--- src/rtl/raster_pixel_sink_if.sv ---
// Bundle of the serial pixel input stream, the framebuffer write handshake
// and the per-triangle status outputs of the raster pixel sink.
interface raster_pixel_sink_if #(
   parameter int ADDR_W = 17
);
   logic              PX;
   logic              PY;
   logic              C;
   logic              SYNC;
   logic              VALID;
   logic              DONE;
   logic              FB_WE;
   logic              FB_READY;
   logic [ADDR_W-1:0] FB_ADDR;
   logic [15:0]       FB_WDATA;
   logic              TRI_DONE;
   logic [16:0]       PIX_CNT;
   logic [16:0]       CLIP_CNT;
   logic              FRAME_ERR;
   logic              OVERRUN;

   // Rasterizer / framebuffer side
   modport master (
      output PX, PY, C, SYNC, VALID, DONE, FB_READY,
      input  FB_WE, FB_ADDR, FB_WDATA, TRI_DONE, PIX_CNT, CLIP_CNT, FRAME_ERR, OVERRUN
   );

   // Pixel sink side
   modport slave (
      input  PX, PY, C, SYNC, VALID, DONE, FB_READY,
      output FB_WE, FB_ADDR, FB_WDATA, TRI_DONE, PIX_CNT, CLIP_CNT, FRAME_ERR, OVERRUN
   );
endinterface

--- src/rtl/raster_pixel_sink.sv ---
// Raster pixel sink: deserializes the PX/PY/C bit streams, converts Q10.6
// coordinates to integer screen positions, clips, and issues framebuffer
// writes over a ready/valid handshake with per-triangle pixel statistics.
module raster_pixel_sink #(
   parameter int FRAC   = 6,
   parameter int SCR_W  = 320,
   parameter int SCR_H  = 240,
   parameter int ADDR_W = 17
) (
   input logic                 CLK,
   input logic                 RST,
   raster_pixel_sink_if.slave  bus
);

   typedef enum logic [1:0] {S_IDLE, S_SHIFT, S_EVAL} state_t;

   localparam logic [16:0] CNT_MAX = '1;

   state_t            state_q, state_d;
   logic [3:0]        bitcnt_q, bitcnt_d;
   logic [15:0]       sx_q, sx_d;
   logic [15:0]       sy_q, sy_d;
   logic [15:0]       sc_q, sc_d;
   logic              valid_q, valid_d;
   logic              fb_we_q, fb_we_d;
   logic [ADDR_W-1:0] fb_addr_q, fb_addr_d;
   logic [15:0]       fb_wdata_q, fb_wdata_d;
   logic              tri_done_q, tri_done_d;
   logic              done_pend_q, done_pend_d;
   logic [16:0]       pix_q, pix_d;
   logic [16:0]       clip_q, clip_d;
   logic              frame_err_q, frame_err_d;
   logic              overrun_q, overrun_d;

   // Coordinate decode of the fully assembled word (valid during EVAL)
   logic        in_range;
   logic [31:0] ix_u;
   logic [31:0] iy_u;
   assign ix_u     = 32'(sx_q[15:FRAC]);
   assign iy_u     = 32'(sy_q[15:FRAC]);
   assign in_range = !sx_q[15] && !sy_q[15] &&
                     (ix_u < 32'(SCR_W)) && (iy_u < 32'(SCR_H));

   // Next-state logic: deserializer FSM, write register, counters, flags
   always_comb begin
      logic eval;
      logic want_write;
      logic accept;
      logic tri_cond;

      state_d     = state_q;
      bitcnt_d    = bitcnt_q;
      sx_d        = sx_q;
      sy_d        = sy_q;
      sc_d        = sc_q;
      valid_d     = valid_q;
      fb_we_d     = fb_we_q;
      fb_addr_d   = fb_addr_q;
      fb_wdata_d  = fb_wdata_q;
      tri_done_d  = 1'b0;
      done_pend_d = done_pend_q;
      pix_d       = pix_q;
      clip_d      = clip_q;
      frame_err_d = frame_err_q;
      overrun_d   = overrun_q;
      eval        = 1'b0;

      // A SYNC in any state (re)starts a word at bit 15; mid-word it is a framing error
      if (bus.SYNC) begin
         if (state_q == S_SHIFT)
            frame_err_d = 1'b1;
         eval     = (state_q == S_EVAL);
         state_d  = S_SHIFT;
         bitcnt_d = 4'd1;
         valid_d  = bus.VALID;
         sx_d     = {sx_q[14:0], bus.PX};
         sy_d     = {sy_q[14:0], bus.PY};
         sc_d     = {sc_q[14:0], bus.C};
      end else begin
         unique case (state_q)
            S_SHIFT: begin
               sx_d = {sx_q[14:0], bus.PX};
               sy_d = {sy_q[14:0], bus.PY};
               sc_d = {sc_q[14:0], bus.C};
               if (bitcnt_q == 4'd15) begin
                  state_d  = S_EVAL;
                  bitcnt_d = 4'd0;
               end else begin
                  bitcnt_d = bitcnt_q + 4'd1;
               end
            end
            S_EVAL: begin
               eval    = 1'b1;
               state_d = S_IDLE;
            end
            default: state_d = S_IDLE;
         endcase
      end

      accept     = fb_we_q && bus.FB_READY;
      want_write = eval && valid_q && in_range;

      if (accept)
         fb_we_d = 1'b0;

      // A new pixel can only load if the pending write retires this cycle or none is pending
      if (want_write) begin
         if (fb_we_q && !bus.FB_READY) begin
            overrun_d = 1'b1;
         end else begin
            fb_we_d    = 1'b1;
            fb_addr_d  = ADDR_W'(iy_u * 32'(SCR_W) + ix_u);
            fb_wdata_d = sc_q;
         end
      end

      // Triangle completes once idle with nothing in flight and no new word starting
      tri_cond    = done_pend_q && (state_q == S_IDLE) && !bus.SYNC && !fb_we_q;
      tri_done_d  = tri_cond;
      done_pend_d = bus.DONE || (done_pend_q && !tri_cond);

      // Counters hold through the TRI_DONE cycle, then clear for the next triangle
      if (tri_done_q) begin
         pix_d  = '0;
         clip_d = '0;
      end else begin
         if (accept && pix_q != CNT_MAX)
            pix_d = pix_q + 17'd1;
         if (eval && valid_q && !in_range && clip_q != CNT_MAX)
            clip_d = clip_q + 17'd1;
      end
   end

   // State register with asynchronous reset
   always_ff @(posedge CLK or posedge RST) begin
      if (RST) begin
         state_q     <= S_IDLE;
         bitcnt_q    <= '0;
         sx_q        <= '0;
         sy_q        <= '0;
         sc_q        <= '0;
         valid_q     <= 1'b0;
         fb_we_q     <= 1'b0;
         fb_addr_q   <= '0;
         fb_wdata_q  <= '0;
         tri_done_q  <= 1'b0;
         done_pend_q <= 1'b0;
         pix_q       <= '0;
         clip_q      <= '0;
         frame_err_q <= 1'b0;
         overrun_q   <= 1'b0;
      end else begin
         state_q     <= state_d;
         bitcnt_q    <= bitcnt_d;
         sx_q        <= sx_d;
         sy_q        <= sy_d;
         sc_q        <= sc_d;
         valid_q     <= valid_d;
         fb_we_q     <= fb_we_d;
         fb_addr_q   <= fb_addr_d;
         fb_wdata_q  <= fb_wdata_d;
         tri_done_q  <= tri_done_d;
         done_pend_q <= done_pend_d;
         pix_q       <= pix_d;
         clip_q      <= clip_d;
         frame_err_q <= frame_err_d;
         overrun_q   <= overrun_d;
      end
   end

   assign bus.FB_WE     = fb_we_q;
   assign bus.FB_ADDR   = fb_addr_q;
   assign bus.FB_WDATA  = fb_wdata_q;
   assign bus.TRI_DONE  = tri_done_q;
   assign bus.PIX_CNT   = pix_q;
   assign bus.CLIP_CNT  = clip_q;
   assign bus.FRAME_ERR = frame_err_q;
   assign bus.OVERRUN   = overrun_q;

endmodule

--- src/flat_wrapper.sv ---
// flat-port wrapper written by rule: the top's interface ports become plain ports
module raster_pixel_sink_flat 
#(
   parameter int FRAC   = 6,
   parameter int SCR_W  = 320,
   parameter int SCR_H  = 240,
   parameter int ADDR_W = 17
)
  (CLK, RST, bus_PX, bus_PY, bus_C, bus_SYNC, bus_VALID, bus_DONE, bus_FB_READY, bus_FB_WE, bus_FB_ADDR, bus_FB_WDATA, bus_TRI_DONE, bus_PIX_CNT, bus_CLIP_CNT, bus_FRAME_ERR, bus_OVERRUN);
  raster_pixel_sink_if #(.ADDR_W(ADDR_W)) bus_i ();
  input logic CLK;
  input logic RST;
  input wire logic [$bits(bus_i.PX)-1:0] bus_PX;
  input wire logic [$bits(bus_i.PY)-1:0] bus_PY;
  input wire logic [$bits(bus_i.C)-1:0] bus_C;
  input wire logic [$bits(bus_i.SYNC)-1:0] bus_SYNC;
  input wire logic [$bits(bus_i.VALID)-1:0] bus_VALID;
  input wire logic [$bits(bus_i.DONE)-1:0] bus_DONE;
  input wire logic [$bits(bus_i.FB_READY)-1:0] bus_FB_READY;
  output wire logic [$bits(bus_i.FB_WE)-1:0] bus_FB_WE;
  output wire logic [$bits(bus_i.FB_ADDR)-1:0] bus_FB_ADDR;
  output wire logic [$bits(bus_i.FB_WDATA)-1:0] bus_FB_WDATA;
  output wire logic [$bits(bus_i.TRI_DONE)-1:0] bus_TRI_DONE;
  output wire logic [$bits(bus_i.PIX_CNT)-1:0] bus_PIX_CNT;
  output wire logic [$bits(bus_i.CLIP_CNT)-1:0] bus_CLIP_CNT;
  output wire logic [$bits(bus_i.FRAME_ERR)-1:0] bus_FRAME_ERR;
  output wire logic [$bits(bus_i.OVERRUN)-1:0] bus_OVERRUN;
  assign bus_i.PX = bus_PX;
  assign bus_i.PY = bus_PY;
  assign bus_i.C = bus_C;
  assign bus_i.SYNC = bus_SYNC;
  assign bus_i.VALID = bus_VALID;
  assign bus_i.DONE = bus_DONE;
  assign bus_i.FB_READY = bus_FB_READY;
  assign bus_FB_WE = bus_i.FB_WE;
  assign bus_FB_ADDR = bus_i.FB_ADDR;
  assign bus_FB_WDATA = bus_i.FB_WDATA;
  assign bus_TRI_DONE = bus_i.TRI_DONE;
  assign bus_PIX_CNT = bus_i.PIX_CNT;
  assign bus_CLIP_CNT = bus_i.CLIP_CNT;
  assign bus_FRAME_ERR = bus_i.FRAME_ERR;
  assign bus_OVERRUN = bus_i.OVERRUN;
  raster_pixel_sink #(.FRAC(FRAC), .SCR_W(SCR_W), .SCR_H(SCR_H), .ADDR_W(ADDR_W)) u_core (.CLK(CLK), .RST(RST), .bus(bus_i));
endmodule
--- config.mk ---
export PLATFORM = sky130hd
export DESIGN_NAME = raster_pixel_sink_flat
export DESIGN_NICKNAME = d
export VERILOG_FILES = /design/src/rtl/raster_pixel_sink_if.sv /design/src/rtl/raster_pixel_sink.sv /design/src/flat_wrapper.sv
export SDC_FILE = /design/constraint.sdc
export NUM_CORES = 1
export LEC_CHECK = 0
export ABC_CLOCK_PERIOD_IN_PS = 4680
export BUFFER_PORTS_ARGS = -buffer_cell sky130_fd_sc_hd__buf_2
export CAP_MARGIN = 20
export CORE_UTILIZATION = 45
export DETAILED_ROUTE_END_ITERATION = 12
export PLACE_DENSITY = 0.68
export SYNTH_ARGS = -nofsm -noshare
export SYNTH_HDL_FRONTEND = slang
export SYNTH_SLANG_ARGS = --single-unit
--- constraint.sdc ---
create_clock -name CLK -period 4.68 [get_ports CLK]
set_input_delay 0.468 -clock CLK [delete_from_list [all_inputs] [get_ports CLK]]
set_output_delay 0.468 -clock CLK [all_outputs]
set_load 0.02 [all_outputs]
# --- Word level (Yosys, flattened, before mapping) ---
# Index checks and enable logic that the tools add are counted.
classes:
  add_sub_neg: 4
  mul: 1
  magnitude_cmp: 2
  n_eq_ne: 6
  mux: 21
  n_bitwise: 1
  reduce_logical: 29
ops:
  columns: ["cell", "n"]
  rows:
  - ["$mux 16", 6]
  - ["$mux 17", 4]
  - ["$add 17x1->17 const B", 2]
  - ["$ne 17x17->1 const B", 2]
  - ["$add 17x10->17", 1]
  - ["$logic_and 1x1->1", 14]
  - ["$mux 4", 3]
  - ["$mul 10x3->11 const B", 1]
  - ["$lt 10x8->1 const B", 1]
  - ["$lt 10x9->1 const B", 1]
  - ["$logic_not 1->1", 7]
  - ["$mux 2", 3]
  - ["$reduce_and 2->1", 3]
  - ["$reduce_bool 2->1", 3]
  - ["$mux 1", 5]
  - ["$add 4x1->4 const B", 1]
  - ["$eq 4x4->1 const B", 1]
  - ["$ne 3x3->1 const B", 1]
  - ["$eq 2x1->1 const B", 1]
  - ["$eq 2x2->1 const B", 1]
  - ["$logic_not 2->1", 1]
  - ["$logic_or 1x1->1", 1]
  - ["$not 1->1", 1]
word_totals:
  reg_bits: 127
  out_inout_bits: 71
  word_cells: 79

# --- Depth between registers and ports, before layout ---
# Gate-level depths: netlist of run 1.
logic_depth:
  ltp_word: 9
  ltp_mapped: 11

# --- Worst setup path after synthesis of run 1 ---
# Ideal clock, no wire load.
synth_timing:
  kind: "reg-to-reg"
  start: "reg u_core.sy_q[7]"
  end: "reg u_core.fb_addr_q[16], in the netlist u_core.bus.FB_ADDR[16]"
  setup_ns: 0.092
  arrival_ns: 3.224
  t_required_ns: 4.588
  slack_ns: 1.364
  path_stages_with_launch: 10
  n_path_buf: 0
  cell_sequence: "dfrtp_1 -> ha_1 -> ha_1 -> fa_1 -> xnor2_1 -> a2111oi_4 -> or4b_4 -> or4_4 -> and3_4 -> o31ai_2"
synth_between:
  elab_chain_len: 4
synth_rtl:
  columns: ["item", "line_no", "text"]
  rows:
  - ["from (decl)", "raster_pixel_sink.sv:22", "logic [15:0] sy_q, sy_d;"]
  - ["from (signal assigned)", "raster_pixel_sink.sv:156", "sy_q <= sy_d;"]
  - ["parallel branches: the longest is 4 deep, another holds $add 17x10->17", null, null]
  - ["to (signal assigned)", "raster_pixel_sink.sv:160", "fb_addr_q <= fb_addr_d;"]
  - ["to (decl)", "raster_pixel_sink.sv:26", "logic [ADDR_W-1:0] fb_addr_q, fb_addr_d;"]
# Parallel ways; which one is timed is not known.
# A chain may end at the register's enable or synchronous reset.

# --- Worst setup path in the final report of run 1 ---
# Ends and elaborated chain as after synthesis.

==> flow_summary_export.csv, run 1 <==
group,metric,value,unit
clocking,clk_latency,410,ps
layout,syn_to_final_growth,20.5,%
pwr,pwr-share-comb,9.6,%
timing,fin_tns_setup,0,ps
grt,grtUsageMet1,21.4,%
timing,rsz0062_at_grt,"no",
pwr,p_sw_share,23.9,%
logic_synthesis,synth_edf_count,0,
pwr,seq_power_share,44.3,%
placement,portBuffers,79,
logic_synthesis,synthArstFlopShare,100,%
timing,hold_violations,0,
pwr,pwr-share-clk,46.1,%
logic_synthesis,avgSynthCellArea,11.0,um^2
grt,grt_use_met3,4.86,%
placement,place_hpwl,7460,um
logic_synthesis,syn_area,0.00584,mm^2
floorplan,die_w,116,um
worst_setup_path,critPathRequiredTime,5000,ps
worst_setup_path,crit_fanout,4,
logic_synthesis,synth_seq_area_share,54.4,%
grt,grt_first_pass_wirelength,18000,um
timing,period_needed,3520,ps
floorplan,die_height,116,um
worst_setup_path,startpoint_type,"flop",
worst_setup_path,r2r_slack,1160,ps
logic_synthesis,ys_types,45,
pwr,power_density,373,mW/mm^2
detailed_routing,ant_nets,0,
pwr,p_sw,0.000626,W
clocking,cts_buffer_depth,2,
logic_synthesis,synth_fp_nets,567,
clocking,cts_root_buf,"clkbuf_16",
detailed_routing,wire_per_inst,13.6,um
placement,dpl.cell_count,770,
clocking,htreeDepth,4,
clocking,postCtsHoldBufs,0,
clocking,path_clk_slew,60,ps
detailed_routing,firstDrtPassIters,4,
timing,setup_viol,0,
logic_synthesis,synth_top_area_share,54.4,%
worst_setup_path,cp.arrival,3840,ps
clocking,cts_tree,"done",
grt,antenna_found_initial,0,
status,status,"completed",
placement,gp_congestion,0.820,
layout,post-route-util,55.7,%
clocking,cts_resized,0,
timing,fin_skew,8.43,ps
layout,final_cells,804,
logic_synthesis,synth-seq-cells,127,
timing,drv_slew,0,
detailed_routing,vias,4122,
layout,nNetsFinal,654,
detailed_routing,routed_via_density,5.13,
grt,grt_pass1_vias,3912,
floorplan,dieArea,0.0134,mm^2
clocking,cts_setup_buffers,0,
worst_setup_path,path_class,"reg -> reg",
layout,diodes,0,
flow_run,maxCapViolations,0,
pwr,leakage,3.46,nW
floorplan,start_util,46.3,%
floorplan,row_count,41,
pwr,ir_drop,0.242,mV
logic_synthesis,ys_warn_count,0,
worst_setup_path,cp-end-kind,"flop",
logic_synthesis,netlist_top_cells_area,"dfrtp_1, mux2_2, nand2_1",
clocking,clock-sinks,127,
clocking,numCtsBuffers,17,
logic_synthesis,synthCells,532,
layout,drive_above_1_share,27.7,%
grt,grtUsageTotal,17.4,%
grt,top_usage_layer,"met2",
timing,tightestPinTransition,598,ps
floorplan,core_area,0.0126,mm^2
detailed_routing,drc,0,
hold_path,hold_path.class,"in -> async",
layout,final_common_cell,"dfrtp_1",
layout,final_cell_mix,"dfrtp_1, nand2_1, buf_2",
timing,fmax,284,MHz
logic_synthesis,synth_area_leader_cell,"dfrtp_1",
grt,grt_max_degree,84,
timing,period_share,75.2,%
floorplan,ios,80,
logic_synthesis,synthFlopType,"dfrtp_1",
detailed_routing,first_iter_violations,237,
pwr,internal-power,0.00200,W
detailed_routing,routed_wl,10900,um
grt,grt_overflow,0,
grt,grtUsageMet2,28.8,%
timing,slew_headroom,60.1,%
==> state kept, by name, indices dropped and copies added (netlist names) <==
name                  flops
u_core.done_pend_q        1
u_core.bus.FB_WE          1
u_core.bus.FB_ADDR       17
u_core.sc_q              16
u_core.bus.PIX_CNT       17
u_core.bus.FRAME_ERR      1
u_core.bus.OVERRUN        1
u_core.state_q            2
u_core.bus.TRI_DONE       1
u_core.valid_q            1
u_core.bus.CLIP_CNT      17
u_core.sy_q              16
u_core.sx_q              16
u_core.bitcnt_q           4
u_core.bus.FB_WDATA      16
==> critical path, cell delays in order (launching register included) <==
cell and delay (ps):
dfrtp_1 410, ha_1 310, ha_1 240, fa_1 440, xnor2_1 240, a2111oi_4 360, or4b_4 530, or4_4 550
and3_4 190, o31ai_2 160
==> final cells by class <==
type	instances	area (um^2)
clock inverter	10	88.8
multi-input combinational	379	2570
timing repair buffer	85	480
fill	1155	5590
inverter	9	36.3
tap	172	215
sequential	127	3180
clock buffer	22	464
==> metrics by stage <==
| stage | setup slack [ps] | hold slack [ps] | area [um^2] | total power (W) |
|---|---|---|---|---|
| global route | 993 | 44.5 | 7030 | 0.00274 |
| detailed placement | 1190 | 457 | 6430 | 0.00143 |
| floorplan | 828 | 433 | 5840 | 0.00137 |
| CTS | 1150 | 224 | 6980 | 0.00265 |
| finish | 1160 | 33.8 | 7030 | 0.00262 |
| global placement | 1270 | 453 | 6430 | 0.00142 |
==> final timing paths <==
check,startpoint,end,cells after the start
max in group asynchronous,RST,u_core.bus.FB_WE,4
max,u_core.sy_q[7],u_core.bus.FB_ADDR[16],9
min in group CLK,bus_DONE,u_core.done_pend_q,2
min,RST,u_core.bus.CLIP_CNT[9],2
min reg2reg,u_core.bus.FB_WDATA[0],u_core.bus.FB_WDATA[0],2
max reg2reg,u_core.sy_q[7],u_core.bus.FB_ADDR[16],9
==> cells by family after synthesis <==
family	after synthesis	share of synthesized area, %
simple gates	205	16.0
flops	127	54.4
compound gates	63	7.12
mux	51	9.80
xor+xnor	34	5.10
buf+inv	26	1.67
fa+ha+maj	26	5.83
==> synth_stat cells (all sizes together) (2+ instances only) <==
master  instances
dfrtp         127
nand2         108
mux2           49
nor2           39
ha             24
xor2           24
o21ai          22
a21oi          17
clkbuf         16
nand4          10
xnor2          10
inv             9
or3             8
nand3           7
nand2b          6
nor3            6
a21o            5
and4            5
a311oi          4
a211oi          3
and3            3
nor2b           3
o21bai          3
a211o           2
fa              2
mux2i           2
nand3b          2
o31ai           2
or2             2
or4             2
==> routing by layer <==
metal  routed length (um)  up-vias
met5                    0        -
met4                  168        0
met3                  473       13
met2                 5220       82
met1                 5060     2023
li1                     -     2004
==> power by group through the flow <==
| stage | Sequential, W | Combinational, W | Clock (W) |
|---|---|---|---|
| 2_1_floorplan | 0.00118 | 0.000197 | 0 |
| 3_3_place_gp | 0.00118 | 0.000243 | 0 |
| 3_5_place_dp | 0.00118 | 0.000250 | 0 |
| 4_1_cts | 0.00116 | 0.000253 | 0.00124 |
| 5_1_grt | 0.00117 | 0.000282 | 0.00129 |
| 6_report | 0.00116 | 0.000251 | 0.00121 |
Power figures use the tool's default switching activity.
==> run 2: changes to the inputs <==
Settings changed: ABC_CLOCK_PERIOD_IN_PS 4680 to 3100, PLACE_DENSITY 0.68 to 0.7.
Clock period 4.68 ns to 3.1 ns, I/O delays scaled along.
==> flow_summary_export.csv, run 2 (same netlist as run 1, synthesis figures left out) <==
group,metric,value,unit
placement,place_hpwl,8050,um
floorplan,core_area,0.0126,mm^2
detailed_routing,routed_via_density,5.09,
flow_run,maxCapViolations,0,
clocking,cts_tree,"done",
grt,antenna_found_initial,0,
layout,final.fill_count,1100,
clocking,clk_latency,420,ps
worst_setup_path,path_class,"reg -> reg",
floorplan,dieArea,0.0134,mm^2
layout,diodes,0,
layout,final_cell_mix,"dfrtp_1, nand2_1, buf_2",
detailed_routing,wire_per_inst,14.2,um
grt,grt_max_degree,46,
layout,final_common_cell,"dfrtp_1",
hold_path,min_path_cells,2,
layout,nNetsFinal,669,
timing,setup_viol,1,
detailed_routing,firstDrtPassIters,5,
grt,grt_pass1_vias,4140,
pwr,pwr-share-comb,10.3,%
detailed_routing,first_iter_violations,199,
placement,placed_cell_area,0.00658,mm^2
timing,drv_slew,0,
clocking,clock-sinks,127,
worst_setup_path,critPathRequiredTime,3420,ps
clocking,path_clk_slew,60,ps
detailed_routing,routed_wl,11600,um
worst_setup_path,startpoint_type,"flop",
hold_path,hold_path.class,"in -> reg",
worst_setup_path,cp.arrival,3440,ps
clocking,cts_buffer_depth,2,
timing,period_share,101,%
layout,fin_area,0.00727,mm^2
placement,gp_congestion,0.816,
floorplan,ios,80,
timing,tightestPinTransition,714,ps
grt,grt_overflow,0,
timing,period_needed,3120,ps
placement,portBuffers,79,
pwr,power_density,593,mW/mm^2
clocking,cts_root_buf,"clkbuf_16",
floorplan,die_w,116,um
clocking,cts_resized,0,
timing,fin_skew,6.46,ps
floorplan,start_util,46.3,%
worst_setup_path,cp-end-kind,"flop",
status,status,"finished with violations",
detailed_routing,vias,4171,
layout,final_cells,819,
grt,grt_first_pass_wirelength,19200,um
pwr,leakage,3.57,nW
pwr,ir_drop,0.327,mV
worst_setup_path,reg2regPathDepth,9,
clocking,numCtsBuffers,17,
floorplan,row_count,41,
pwr,p_sw,0.00104,W
timing,fmax,321,MHz
timing,fin_tns_setup,-19.8,ps
pwr,internal-power,0.00327,W
grt,grtUsageTotal,18.8,%
layout,syn_to_final_growth,24.6,%
detailed_routing,ant_nets,0,
layout,drive_above_1_share,30.4,%
floorplan,die_height,116,um
pwr,pwr-share-clk,49.1,%
pwr,p_sw_share,24.1,%
timing,hold_violations,0,
status,failed_checks,"setup timing",
timing,rsz0062_at_grt,"yes",
placement,dpl.cell_count,782,
timing,setup_slack,-19.8,ps
worst_setup_path,crit_fanout,3,
timing,hold_slack,71.6,ps
pwr,seq_power_share,40.7,%
clocking,htreeDepth,4,
timing,slew_headroom,52.3,%
detailed_routing,drc,0,
==> run 2: cell types whose count changed in the layout (fill, tap and decap cells not counted), sizes merged <==
cell,before,now
buf,85,99
bufinv,1,4
clkbuf,22,17
dlygate4sd3,0,1
inv,9,11
==> run 2: area by class of cell <==
class                   instances  area (um^2)  share of cell area [%]
clock buffers                  17          425                    5.85
clock inverters                15          209                    2.87
inverters                       9         37.5                   0.516
multi-input cells             379         2600                    35.8
flip-flops and latches        127         3180                    43.7
well taps                     172          215                    2.96
repair buffers                100          606                    8.33
==> run 2: worst paths after layout <==
kind | start | to | slack, ps
max in group asynchronous | RST | u_core.sy_q[6] | 1940
min in group asynchronous | RST | u_core.bus.FB_ADDR[9] | 400
hold reg to reg | u_core.bus.FB_WDATA[1] | u_core.bus.FB_WDATA[1] | 470
hold / removal | bus_DONE | u_core.done_pend_q | 70
setup / recovery | u_core.sy_q[7] | u_core.bus.FB_ADDR[16] | -20
setup reg to reg | u_core.sy_q[7] | u_core.bus.FB_ADDR[16] | -20
==> run 2: layer usage <==
metal  global-route usage [%]  wire length, um  vias up
met5                        0                0        -
met4                     8.80              279        0
met3                     4.71              448       18
met2                     31.5             5610       80
met1                     22.7             5260     2028
li1                         -                -     2045
==> run 2: per-stage QoR <==
step	total power, W	utilization [%]	setup slack [ps]
after floorplan	0.00209	-	9.32
after global placement	0.00220	52.2	19.5
after detailed placement	0.00221	52.2	-27.3
after CTS	0.00435	57.4	-38.2
after global routing	0.00449	57.6	-112
final	0.00431	57.6	-19.8
==> run 2: power groups by stage <==
stage | clock [W] | combinational (W) | sequential, W
after detailed placement | 0 | 0.000430 | 0.00178
after global routing | 0.00223 | 0.000497 | 0.00176
final | 0.00212 | 0.000442 | 0.00175
after CTS | 0.00215 | 0.000443 | 0.00175
after global placement | 0 | 0.000417 | 0.00178
after floorplan | 0 | 0.000314 | 0.00178
==> run 2: critical path, cell delays in order (launching register included) <==
cell       delay, ps
dfrtp_1          400
ha_1             280
ha_2             190
fa_2             410
xnor2_4          170
a2111oi_4        310
or4b_4           520
or4_4            430
and3_4           160
o31ai_2          160
==> run 2: repair_timing <==
item / 4_1_cts / 5_1_grt
endpoints found under the hold margin: 0 / 10
setup buffers: 3 / 0
endpoints found under the setup margin: 1 / 1
hold buffers: 0 / 1
pin swaps: 3 / 1
